<file path="src/rtl/csr_access_ctrl_pkg.sv">
// csr_access_ctrl_pkg: shared widths, CSR funct3 codes, FSM state encoding,
// read-only address field position and the latched instruction payload.
package csr_access_ctrl_pkg;

   localparam int unsigned MXLEN = 32;   // CSR data width
   localparam int unsigned AW    = 12;   // CSR address width
   localparam int unsigned RW    = 5;    // GPR index / uimm width
   localparam int unsigned F3W   = 3;    // funct3 width

   localparam logic [F3W-1:0] F3_CSRRW  = 3'b001;
   localparam logic [F3W-1:0] F3_CSRRS  = 3'b010;
   localparam logic [F3W-1:0] F3_CSRRC  = 3'b011;
   localparam logic [F3W-1:0] F3_CSRRWI = 3'b101;
   localparam logic [F3W-1:0] F3_CSRRSI = 3'b110;
   localparam logic [F3W-1:0] F3_CSRRCI = 3'b111;

   // Read-only CSRs live where addr[11:10] == 2'b11
   localparam int unsigned RO_MSB = 11;
   localparam int unsigned RO_LSB = 10;
   localparam logic [1:0]  RO_VAL = 2'b11;

   typedef enum logic [1:0] {
      IDLE = 2'd0,
      TWR  = 2'd1,
      RD   = 2'd2,
      RMW  = 2'd3
   } state_t;

   typedef struct packed {
      logic [AW-1:0]    addr;
      logic [F3W-1:0]   funct3;
      logic [MXLEN-1:0] rs1_data;
      logic [RW-1:0]    uimm;
      logic [RW-1:0]    rd;
   } ins_req_t;

   // funct3 low bits 00 (000 and 100) are not CSR ops
   function automatic logic f3_legal(input logic [F3W-1:0] f3);
      return f3[1:0] != 2'b00;
   endfunction

   // CSRRW / CSRRWI
   function automatic logic f3_is_rw(input logic [F3W-1:0] f3);
      return f3[1:0] == 2'b01;
   endfunction

endpackage

</file>
<file path="src/rtl/csr_access_ctrl_if.sv">
// csr_access_ctrl_if: instruction, trap, write-back and RAM signals of
// csr_access_ctrl. slave = the controller, master = its environment.
interface csr_access_ctrl_if;
   import csr_access_ctrl_pkg::*;

   logic             i_ins_valid;
   logic             o_ins_ready;
   logic [AW-1:0]    i_ins_addr;
   logic [F3W-1:0]   i_ins_funct3;
   logic [MXLEN-1:0] i_ins_rs1_data;
   logic [RW-1:0]    i_ins_rs1_uimm;
   logic [RW-1:0]    i_ins_rd_addr;
   logic             o_rd_valid;
   logic [MXLEN-1:0] o_rd_data;
   logic [RW-1:0]    o_rd_addr;
   logic             o_ins_done;
   logic             o_ins_illegal;
   logic             i_trp_valid;
   logic             o_trp_ready;
   logic [AW-1:0]    i_trp_addr;
   logic [MXLEN-1:0] i_trp_wdata;
   logic             o_mem_en;
   logic             o_mem_we;
   logic [AW-1:0]    o_mem_addr;
   logic [MXLEN-1:0] o_mem_wdata;
   logic [MXLEN-1:0] i_mem_rdata;

   modport slave (
      input  i_ins_valid, i_ins_addr, i_ins_funct3, i_ins_rs1_data,
             i_ins_rs1_uimm, i_ins_rd_addr, i_trp_valid, i_trp_addr,
             i_trp_wdata, i_mem_rdata,
      output o_ins_ready, o_rd_valid, o_rd_data, o_rd_addr, o_ins_done,
             o_ins_illegal, o_trp_ready, o_mem_en, o_mem_we, o_mem_addr,
             o_mem_wdata
   );

   modport master (
      output i_ins_valid, i_ins_addr, i_ins_funct3, i_ins_rs1_data,
             i_ins_rs1_uimm, i_ins_rd_addr, i_trp_valid, i_trp_addr,
             i_trp_wdata, i_mem_rdata,
      input  o_ins_ready, o_rd_valid, o_rd_data, o_rd_addr, o_ins_done,
             o_ins_illegal, o_trp_ready, o_mem_en, o_mem_we, o_mem_addr,
             o_mem_wdata
   );

endinterface

</file>
<file path="src/rtl/csr_rmw_alu.sv">
// csr_rmw_alu: combinational new-value computation for CSR read-modify-write.
// Ports: funct3 (op), old_val, rs1_data, uimm (zero-extended for the
// immediate forms) -> new_val.
module csr_rmw_alu
   import csr_access_ctrl_pkg::*;
(
   input  logic [F3W-1:0]   funct3,
   input  logic [MXLEN-1:0] old_val,
   input  logic [MXLEN-1:0] rs1_data,
   input  logic [RW-1:0]    uimm,
   output logic [MXLEN-1:0] new_val
);

   logic [MXLEN-1:0] operand;

   always_comb begin
      operand = funct3[2] ? MXLEN'(uimm) : rs1_data;
      new_val = old_val;
      case (funct3[1:0])
         2'b01:   new_val = operand;
         2'b10:   new_val = old_val | operand;
         2'b11:   new_val = old_val & ~operand;
         default: new_val = old_val;
      endcase
   end

endmodule

</file>
<file path="src/rtl/csr_access_ctrl.sv">
// csr_access_ctrl: sequences CSR instruction read-modify-writes and trap
// writes onto a single-port, one-cycle-latency CSR RAM.
// Ports: i_clk, i_rst (synchronous, active-high), bus (csr_access_ctrl_if
// slave modport: instruction request, trap request, rd write-back, RAM port).
// Optional: define CSR_RO_CHECK_EN to flag write-enabled instructions to
// read-only CSRs (addr[11:10] == 2'b11) as illegal.
module csr_access_ctrl
   import csr_access_ctrl_pkg::*;
(
   input  logic              i_clk,
   input  logic              i_rst,
   csr_access_ctrl_if.slave  bus
);

   state_t           state;
   ins_req_t         req_q;
   logic             wen_q, ren_q, ill_q;
   logic [MXLEN-1:0] trp_wdata_q;

   logic             ins_ready_q, trp_ready_q;
   logic             mem_en_q, mem_we_q;
   logic [AW-1:0]    mem_addr_q;
   logic             done_q, ill_out_q, rd_valid_q;
   logic [RW-1:0]    rd_addr_q;

   logic             dec_legal, dec_wen, dec_ren, dec_ro;
   logic             c_wen, c_ill;
   logic [AW-1:0]    c_addr;
   logic [RW-1:0]    c_rd;
   logic [MXLEN-1:0] old_val, new_val;

   // Decode of the request currently presented on the instruction port
   always_comb begin
      dec_legal = f3_legal(bus.i_ins_funct3);
      dec_wen   = f3_is_rw(bus.i_ins_funct3) || (bus.i_ins_rs1_uimm != '0);
      dec_ren   = !f3_is_rw(bus.i_ins_funct3) || (bus.i_ins_rd_addr != '0);
`ifdef CSR_RO_CHECK_EN
      dec_ro    = dec_wen && (bus.i_ins_addr[RO_MSB:RO_LSB] == RO_VAL);
`else
      dec_ro    = 1'b0;
`endif
   end

   // Controls for the RMW cycle: fresh decode when entered from IDLE,
   // latched values when entered from RD
   always_comb begin
      if (state == IDLE) begin
         c_wen  = dec_legal && !dec_ro && dec_wen;
         c_ill  = !dec_legal || dec_ro;
         c_addr = bus.i_ins_addr;
         c_rd   = bus.i_ins_rd_addr;
      end else begin
         c_wen  = wen_q;
         c_ill  = ill_q;
         c_addr = req_q.addr;
         c_rd   = req_q.rd;
      end
   end

   // Old value is zero when no read was issued
   assign old_val = ren_q ? bus.i_mem_rdata : '0;

   csr_rmw_alu u_alu (
      .funct3   (req_q.funct3),
      .old_val  (old_val),
      .rs1_data (req_q.rs1_data),
      .uimm     (req_q.uimm),
      .new_val  (new_val)
   );

   // FSM, request latch and registered control outputs
   always_ff @(posedge i_clk) begin
      if (i_rst) begin
         state       <= IDLE;
         req_q       <= '0;
         wen_q       <= 1'b0;
         ren_q       <= 1'b0;
         ill_q       <= 1'b0;
         trp_wdata_q <= '0;
         ins_ready_q <= 1'b0;
         trp_ready_q <= 1'b0;
         mem_en_q    <= 1'b0;
         mem_we_q    <= 1'b0;
         mem_addr_q  <= '0;
         done_q      <= 1'b0;
         ill_out_q   <= 1'b0;
         rd_valid_q  <= 1'b0;
         rd_addr_q   <= '0;
      end else begin
         mem_en_q   <= 1'b0;
         mem_we_q   <= 1'b0;
         mem_addr_q <= '0;
         done_q     <= 1'b0;
         ill_out_q  <= 1'b0;
         rd_valid_q <= 1'b0;
         rd_addr_q  <= '0;
         case (state)
            IDLE: begin
               ins_ready_q <= 1'b1;
               trp_ready_q <= 1'b1;
               if (trp_ready_q && bus.i_trp_valid) begin
                  // Trap has fixed priority over a pending instruction
                  state       <= TWR;
                  ins_ready_q <= 1'b0;
                  trp_ready_q <= 1'b0;
                  trp_wdata_q <= bus.i_trp_wdata;
                  mem_en_q    <= 1'b1;
                  mem_we_q    <= 1'b1;
                  mem_addr_q  <= bus.i_trp_addr;
               end else if (ins_ready_q && bus.i_ins_valid) begin
                  ins_ready_q <= 1'b0;
                  trp_ready_q <= 1'b0;
                  req_q       <= '{addr:     bus.i_ins_addr,
                                   funct3:   bus.i_ins_funct3,
                                   rs1_data: bus.i_ins_rs1_data,
                                   uimm:     bus.i_ins_rs1_uimm,
                                   rd:       bus.i_ins_rd_addr};
                  wen_q       <= c_wen;
                  ill_q       <= c_ill;
                  ren_q       <= dec_legal && dec_ren;
                  if (dec_legal && dec_ren) begin
                     state      <= RD;
                     mem_en_q   <= 1'b1;
                     mem_addr_q <= bus.i_ins_addr;
                  end else begin
                     state      <= RMW;
                     mem_en_q   <= c_wen;
                     mem_we_q   <= c_wen;
                     mem_addr_q <= c_wen ? c_addr : '0;
                     done_q     <= 1'b1;
                     ill_out_q  <= c_ill;
                     rd_valid_q <= !c_ill && (c_rd != '0);
                     rd_addr_q  <= (!c_ill && (c_rd != '0)) ? c_rd : '0;
                  end
               end
            end
            RD: begin
               state      <= RMW;
               mem_en_q   <= c_wen;
               mem_we_q   <= c_wen;
               mem_addr_q <= c_wen ? c_addr : '0;
               done_q     <= 1'b1;
               ill_out_q  <= c_ill;
               rd_valid_q <= !c_ill && (c_rd != '0);
               rd_addr_q  <= (!c_ill && (c_rd != '0)) ? c_rd : '0;
            end
            TWR, RMW: begin
               state       <= IDLE;
               ins_ready_q <= 1'b1;
               trp_ready_q <= 1'b1;
            end
            default: state <= IDLE;
         endcase
      end
   end

   assign bus.o_ins_ready   = ins_ready_q;
   assign bus.o_trp_ready   = trp_ready_q;
   assign bus.o_mem_en      = mem_en_q;
   assign bus.o_mem_we      = mem_we_q;
   assign bus.o_mem_addr    = mem_addr_q;
   assign bus.o_ins_done    = done_q;
   assign bus.o_ins_illegal = ill_out_q;
   assign bus.o_rd_valid    = rd_valid_q;
   assign bus.o_rd_addr     = rd_addr_q;
   // Data outputs follow the RAM read data during RMW
   assign bus.o_rd_data     = rd_valid_q ? old_val : '0;
   assign bus.o_mem_wdata   = !mem_we_q      ? '0 :
                              (state == TWR) ? trp_wdata_q : new_val;

endmodule
</file>
<file path="src/flat_wrapper.sv">
// flat-port wrapper written by rule: the top's interface ports become plain ports
module csr_access_ctrl_flat import csr_access_ctrl_pkg::*;
  (i_clk, i_rst, bus_i_ins_valid, bus_i_ins_addr, bus_i_ins_funct3, bus_i_ins_rs1_data, bus_i_ins_rs1_uimm, bus_i_ins_rd_addr, bus_i_trp_valid, bus_i_trp_addr, bus_i_trp_wdata, bus_i_mem_rdata, bus_o_ins_ready, bus_o_rd_valid, bus_o_rd_data, bus_o_rd_addr, bus_o_ins_done, bus_o_ins_illegal, bus_o_trp_ready, bus_o_mem_en, bus_o_mem_we, bus_o_mem_addr, bus_o_mem_wdata);
  csr_access_ctrl_if bus_i ();
  input  logic i_clk;
  input  logic i_rst;
  input wire logic [$bits(bus_i.i_ins_valid)-1:0] bus_i_ins_valid;
  input wire logic [$bits(bus_i.i_ins_addr)-1:0] bus_i_ins_addr;
  input wire logic [$bits(bus_i.i_ins_funct3)-1:0] bus_i_ins_funct3;
  input wire logic [$bits(bus_i.i_ins_rs1_data)-1:0] bus_i_ins_rs1_data;
  input wire logic [$bits(bus_i.i_ins_rs1_uimm)-1:0] bus_i_ins_rs1_uimm;
  input wire logic [$bits(bus_i.i_ins_rd_addr)-1:0] bus_i_ins_rd_addr;
  input wire logic [$bits(bus_i.i_trp_valid)-1:0] bus_i_trp_valid;
  input wire logic [$bits(bus_i.i_trp_addr)-1:0] bus_i_trp_addr;
  input wire logic [$bits(bus_i.i_trp_wdata)-1:0] bus_i_trp_wdata;
  input wire logic [$bits(bus_i.i_mem_rdata)-1:0] bus_i_mem_rdata;
  output wire logic [$bits(bus_i.o_ins_ready)-1:0] bus_o_ins_ready;
  output wire logic [$bits(bus_i.o_rd_valid)-1:0] bus_o_rd_valid;
  output wire logic [$bits(bus_i.o_rd_data)-1:0] bus_o_rd_data;
  output wire logic [$bits(bus_i.o_rd_addr)-1:0] bus_o_rd_addr;
  output wire logic [$bits(bus_i.o_ins_done)-1:0] bus_o_ins_done;
  output wire logic [$bits(bus_i.o_ins_illegal)-1:0] bus_o_ins_illegal;
  output wire logic [$bits(bus_i.o_trp_ready)-1:0] bus_o_trp_ready;
  output wire logic [$bits(bus_i.o_mem_en)-1:0] bus_o_mem_en;
  output wire logic [$bits(bus_i.o_mem_we)-1:0] bus_o_mem_we;
  output wire logic [$bits(bus_i.o_mem_addr)-1:0] bus_o_mem_addr;
  output wire logic [$bits(bus_i.o_mem_wdata)-1:0] bus_o_mem_wdata;
  assign bus_i.i_ins_valid = bus_i_ins_valid;
  assign bus_i.i_ins_addr = bus_i_ins_addr;
  assign bus_i.i_ins_funct3 = bus_i_ins_funct3;
  assign bus_i.i_ins_rs1_data = bus_i_ins_rs1_data;
  assign bus_i.i_ins_rs1_uimm = bus_i_ins_rs1_uimm;
  assign bus_i.i_ins_rd_addr = bus_i_ins_rd_addr;
  assign bus_i.i_trp_valid = bus_i_trp_valid;
  assign bus_i.i_trp_addr = bus_i_trp_addr;
  assign bus_i.i_trp_wdata = bus_i_trp_wdata;
  assign bus_i.i_mem_rdata = bus_i_mem_rdata;
  assign bus_o_ins_ready = bus_i.o_ins_ready;
  assign bus_o_rd_valid = bus_i.o_rd_valid;
  assign bus_o_rd_data = bus_i.o_rd_data;
  assign bus_o_rd_addr = bus_i.o_rd_addr;
  assign bus_o_ins_done = bus_i.o_ins_done;
  assign bus_o_ins_illegal = bus_i.o_ins_illegal;
  assign bus_o_trp_ready = bus_i.o_trp_ready;
  assign bus_o_mem_en = bus_i.o_mem_en;
  assign bus_o_mem_we = bus_i.o_mem_we;
  assign bus_o_mem_addr = bus_i.o_mem_addr;
  assign bus_o_mem_wdata = bus_i.o_mem_wdata;
  csr_access_ctrl u_core (.i_clk(i_clk), .i_rst(i_rst), .bus(bus_i));
endmodule
</file>
<file path="config.mk">
export PLATFORM = sky130hd
export DESIGN_NAME = csr_access_ctrl_flat
export DESIGN_NICKNAME = d
export VERILOG_FILES = /design/src/rtl/csr_access_ctrl_pkg.sv /design/src/rtl/csr_access_ctrl_if.sv /design/src/rtl/csr_rmw_alu.sv /design/src/rtl/csr_access_ctrl.sv /design/src/flat_wrapper.sv
export SDC_FILE = /design/constraint.sdc
export NUM_CORES = 1
export LEC_CHECK = 0
export ABC_AREA = 1
export BUFFER_PORTS_ARGS = -buffer_cell sky130_fd_sc_hd__buf_2
export CAP_MARGIN = 20
export CORE_MARGIN = 3
export CORE_UTILIZATION = 50
export CTS_CLUSTER_SIZE = 24
export DETAILED_ROUTE_END_ITERATION = 10
export PLACE_DENSITY = 0.81
export SYNTH_ARGS = -nofsm -noshare
export SYNTH_HDL_FRONTEND = slang
export SYNTH_HIERARCHICAL = 1
export SYNTH_SLANG_ARGS = --single-unit
</file>
<file path="constraint.sdc">
create_clock -name i_clk -period 1.8 [get_ports i_clk]
set_clock_uncertainty 0.2 [all_clocks]
set_input_delay 0.18 -clock i_clk [delete_from_list [all_inputs] [get_ports i_clk]]
set_output_delay 0.18 -clock i_clk [all_outputs]
set_load 0.01 [all_outputs]
</file>
==> metrics, run 1 <==
detailed placement HPWL=13500 µm; antenna violations before repair=1; Setup WS post-layout=-0.449 ns; TritonRoute pass-1 iters=11; P&R area growth vs syn=60.3%; CP peak stage delay=0.36 ns; hold crit path type=in -> reg; cell taking the most area after synthesis=dfxtp_1; CP startpoint=u_core/req_q[43]$_SDFFE_PP0P_; dpl ws=0.0311 ns; crit path capture type=output pin; mapped cell area=0.00618 mm²; outcome=finished with violations; 1st-iter DRT viols=1348; DRC Markers=2; I/O pins=225; Pwr Total=0.00881 W; Mapped Cells=994; Arr. time, crit path=1.87 ns; cts bufs inserted=17; vias in the first global route=7578; RSZ-0062 raised after global routing=true; Crit path top cell by count=nand2_8; placed insts=1347; syn avg cell area=6.21 µm²; root buffer cell=clkbuf_16; post-route clock period utilization=1.25; Yosys warnings=6; share of the synthesized area in the top cell type=0.379; Final Max Slew Viols=0; Leak=5.01 nW; worst skew pair latency=0.41 ns; core area=0.0118 mm²; routed vias=8431; worst path cell trace=inv_4 -> nand2_8 -> buf_12 -> nand2_8 -> nand3_1 -> nand2_1 -> o21ai_0 -> nor2_1 -> buf_2; peak supply drop=0.937 mV; # rows=39; synth top area cells=dfxtp_1 38%, nor2_1 16%, nand2_1 11%; wire per inst=17.6 µm; critical path launch point type=flip-flop; CP Max Fanout=8; Initial Util=0.525; CTS tree=built; failing checks=DRC, setup timing; WL final=26700 µm; worst slew pin tran=0.368 ns; PwrDens=890 mW/mm²; final hold violations=0; TritonCTS Sinks=117; global-route wire length before repair=37100 µm; MaxCap Viol Count=0; area of the die=0.0137 mm²; reg-to-reg critical path startpoint=u_core/bus.o_trp_ready$_SDFFE_PP0P_; post-synth cell types=25; max frequency=445 MHz; Die H=117 µm; GP Congestion=0.952; number of nets in the layout=1472; Setup violations, final=34; final worst path period need=2.25 ns; clock-pin slew on the worst setup and hold paths=0.05 ns; critical path class=reg -> out; R2R setup slack=-0.05 ns; Via-to-Cell Ratio=5.57; largest net degree at the start of global routing=52; Critical Path RT=1.42 ns; Rel. slew slack=0.755; syn nets=1131; H-tree depth=4; gr usage total=0.346; post-synthesis sequential area ratio=0.379; post-route ant nets=0; Buffers on Ports=224; clk buf depth=2; chip width=117 µm; Seq cells post-synth=117; fill count=690; Non-Filler Instances=1513; min-delay src=bus_i_ins_valid; GR Overflow Total=0; CP max stage cell=dfxtp_4; ratio of cells with drive above 1 in the final layout=0.302
layer usage:
| layer | GRT usage | part of all wire |
|---|---|---|
| met5 | 0 | 0 |
| met4 | 0.187 | 0.056 |
| met3 | 0.0838 | 0.10 |
| met2 | 0.593 | 0.48 |
| met1 | 0.397 | 0.36 |
repair_timing:
action                                  4_1_cts  5_1_grt
setup buffers                                 8       12
gates resized for setup                      71       78
pin swaps                                    33       56
endpoints found under the setup margin       32       90
gates cloned                                  7        6
endpoints found under the hold margin       106        0
hold buffers                                102        0
layout by cell type, fill, tap and decap left out, types with 3 or more instances in the layout:
master         netlist  layout
a21oi_1             25      25
clkinv_2             0       3
nand2_8              0       6
o21ai_2              5       9
nand3_2              0      17
nand2_2              6      15
buf_12               0      12
clkbuf_8             0       4
nand2_1            186     169
nor2_2               1       4
nor2_1             268     261
nand2_4              4       9
clkbuf_1            32       3
buf_2               19     222
clkbuf_16            0      22
dlygate4sd3_1        0     102
nor2_4               2       6
dfxtp_1            117     111
o21ai_0            129      99
clkinvlp_4           0       3
buf_4                9      28
buf_6                7      14
inv_2                4      15
o21ai_1              8      34
dfxtp_4              0       4
inv_1               69      55
nand3_1             96      79
cells in the mapped netlist:
cell / instances
buf_4: 9
nor2_4: 2
a31o_2: 1
nand2_4: 4
buf_1: 1
clkinv_1: 1
o21ai_1: 8
a21boi_0: 1
nand3b_1: 1
dfxtp_1: 117
buf_2: 19
nor2_1: 268
o21ai_0: 129
a21oi_2: 1
o21ai_2: 5
o21a_1: 1
nand2_1: 186
nor2_2: 1
inv_2: 4
nand3_1: 96
a21oi_1: 25
inv_1: 69
nand2_2: 6
buf_6: 7
clkbuf_1: 32
where the power goes:
| part | total, W | internal, W | switching [W] |
|---|---|---|---|
| Clock | 0.00337 | 0.00218 | 0.00119 |
| Sequential | 0.00303 | 0.00285 | 0.000180 |
| Combinational | 0.00241 | 0.00100 | 0.00141 |
cell families (layout without fill, tap and decap cells):
kind of cell	count (synthesis)	after routing	synth area share
AO/OA/AOI/OAI	171	171	0.144
buffers and inverters	142	493	0.104
flip-flops	117	117	0.379
other	0	1	0
AND/OR/NAND/NOR	564	567	0.373
through the flow:
stage	setup TNS, ns	instance area (µm²)	util	hold WS, ns
after floorplan	0	6180	-	0.115
after global placement	0	7470	0.636	0.202
after detailed placement	0	7470	0.636	0.209
after CTS	-7.69	9490	0.807	0.0709
after global routing	-11.99	9900	0.842	0.0606
final	-9.25	9900	0.842	0.0281
final cells by class:
class	instances	area (µm²)	share of cell area
antenna	1	2.50	0.000253
clock buffer	24	492	0.0497
clock inverter	8	97.6	0.00986
inverter	74	293	0.0296
multi-input combinational	738	3500	0.353
sequential	117	2360	0.238
tap	164	205	0.0207
timing repair buffer	387	2950	0.298
worst max-delay path: cells and delay by family, from the launching register on:
kind,cells,cell delay (ns)
simple gates,5,0.59
flops,1,0.36
compound gates,1,0.12
buf+inv,3,0.40
sequential cells by signal, indices dropped and copies added, names as in the netlist, 2 cells and up:
signal                 cells
u_core/bus.o_mem_addr     12
u_core/bus.o_rd_addr       5
u_core/req_q              57
u_core/state               2
u_core/trp_wdata_q        32
final timing paths:
check,to,depth (start not counted)
worst max-delay path,bus_o_mem_wdata[18],9
worst min-delay path,u_core/bus.o_trp_ready$_SDFFE_PP0P_,4
worst max register to register,u_core/req_q[30]$_SDFFE_PP0P_,8
worst min register to register,u_core/req_q[2]$_SDFFE_PP0P_,2
Power figures use the tool's default switching activity.
==> run 2, diff against run 1 <==
- CAP_MARGIN: 20 -> 30
- REMOVE_ABC_BUFFERS: not set -> 1
==> metrics, run 2 (synthesized netlist as in run 1, its figures left out) <==
P&R area growth vs syn=61.3%; Antenna Cells=0; worst skew pair latency=0.41 ns; GP Congestion=0.858; H-tree depth=4; chip width=117 µm; most frequent cells in the layout=264 x nor2_1, 225 x buf_2, 165 x nand2_1; Via-to-Cell Ratio=5.69; commonest non-fill, non-tap cell in the layout=nor2_1; final hold violations=0; clock-pin slew on the worst setup and hold paths=0.05 ns; Critical Path RT=1.42 ns; cts bufs inserted=17; Setup violations, final=32; CTS tree=built; vias in the first global route=7644; wire per inst=18.0 µm; GR Overflow Total=0; Setup WS post-layout=-0.479 ns; Buffers on Ports=224; global-route wire length before repair=36500 µm; final worst path period need=2.28 ns; gr usage total=0.338; detailed placement HPWL=13600 µm; WL final=27200 µm; RSZ-0062 raised after global routing=true; max FFs per register=57; failing checks=setup timing; peak supply drop=0.755 mV; core area=0.0118 mm²; post-route ant nets=0; Arr. time, crit path=1.90 ns; hold crit path type=in -> reg; area of the die=0.0137 mm²; largest net degree at the start of global routing=82; Crit path top cell by count=buf_6; PwrDens=913 mW/mm²; Leak=4.99 nW; DRC Markers=0; placed cell area=0.00756 mm²; routed vias=8585; outcome=finished with violations; critical path class=reg -> out; CP max stage cell=dfxtp_4; design area=0.00996 mm²; Initial Util=0.525; TritonRoute pass-1 iters=7; Rel. slew slack=0.772; post-route clock period utilization=1.27; dpl ws=0.0126 ns; critical path launch point type=flip-flop; CP Max Fanout=5; # rows=39; worst slew pin tran=0.339 ns; antenna violations before repair=0; clk buf depth=2; worst path cell trace=inv_4 -> nand2_8 -> buf_6 -> buf_6 -> nand3_1 -> nand2_1 -> o21ai_1 -> nor2_1 -> buf_2; root buffer cell=clkbuf_16; max frequency=439 MHz; placed insts=1354; Non-Filler Instances=1510; ratio of cells with drive above 1 in the final layout=0.310; Die H=117 µm; crit path capture type=output pin; TritonCTS Sinks=117; CP peak stage delay=0.38 ns; Final Max Slew Viols=0; number of nets in the layout=1470; largest register by flop count=u_core/req_q; 1st-iter DRT viols=1198; I/O pins=225; MaxCap Viol Count=0
run 2: changes by cell type in the layout (fill, tap and decap cells not counted), sizes merged:
| cell | delta |
|---|---|
| bufinv | +2 |
| clkbuf | -1 |
| clkinvlp | -2 |
| diode | -1 |
| inv | +1 |
| nand2 | -2 |
run 2: final timing paths:
path	startpoint	endpoint	slack, ns	cells past startpoint
worst max-delay path	u_core/req_q[43]$_SDFFE_PP0P_	bus_o_mem_wdata[5]	-0.48	9
worst min-delay path	bus_i_ins_valid	u_core/bus.o_trp_ready$_SDFFE_PP0P_	0.03	4
worst max register to register	u_core/state[1]$_SDFFE_PP0P_	u_core/bus.o_rd_addr[4]$_SDFF_PP0_	0.04	9
worst min register to register	u_core/req_q[0]$_SDFFE_PP0P_	u_core/req_q[0]$_SDFFE_PP0P_	0.25	2
run 2: worst max-delay path, delay by kind of cell, from the launching register on:
| kind | cells | cell delay (ns) |
|---|---|---|
| buffers and inverters | 4 | 0.49 |
| AND/OR/NAND/NOR | 4 | 0.33 |
| flip-flops | 1 | 0.38 |
| AO/OA/AOI/OAI | 1 | 0.28 |
run 2: area by class of cell:
| cell class | instances | area, µm² |
|---|---|---|
| fillers | 647 | 1800 |
| repair buffers | 387 | 2940 |
| clock inverters | 9 | 148 |
| inverters | 74 | 293 |
| flip-flops and latches | 117 | 2360 |
| clock buffers | 23 | 488 |
| well taps | 164 | 205 |
| multi-input cells | 736 | 3530 |
run 2: metal layers:
metal / track usage / part of all wire / wire, µm
met1: 0.385 / 0.35 / 9480
met2: 0.591 / 0.48 / 12900
met3: 0.0756 / 0.12 / 3300
met4: 0.170 / 0.053 / 1430
met5: 0 / 0 / 0
run 2: where the power goes:
group          internal, W  leakage (nW)  switching (W)  total [W]
Sequential         0.00285         0.960       0.000188    0.00304
Clock              0.00245         0.313        0.00118    0.00364
Combinational      0.00101          3.72        0.00141    0.00242
Total              0.00631          4.99        0.00278    0.00910
run 2: repair_timing:
| item | 4_1_cts | 5_1_grt |
|---|---|---|
| hold endpoints to repair | 106 | 0 |
| endpoints found under the setup margin | 32 | 107 |
| cloned | 2 | 6 |
| pin swaps | 53 | 69 |
| gates resized for setup | 73 | 89 |
| buffers inserted | 6 | 8 |
| hold buffers | 102 | 0 |
run 2: through the flow:
stage	hold slack [ns]	power (W)	TNS, ns	utilization
after floorplan	0.0424	0.00396	-38.24	-
after global placement	0.202	0.00473	0	0.643
after detailed placement	0.208	0.00476	0	0.643
after CTS	0.0557	0.00869	-8.30	0.806
after global routing	0.0336	0.00942	-12.60	0.847
final	0.0345	0.00910	-8.74	0.847
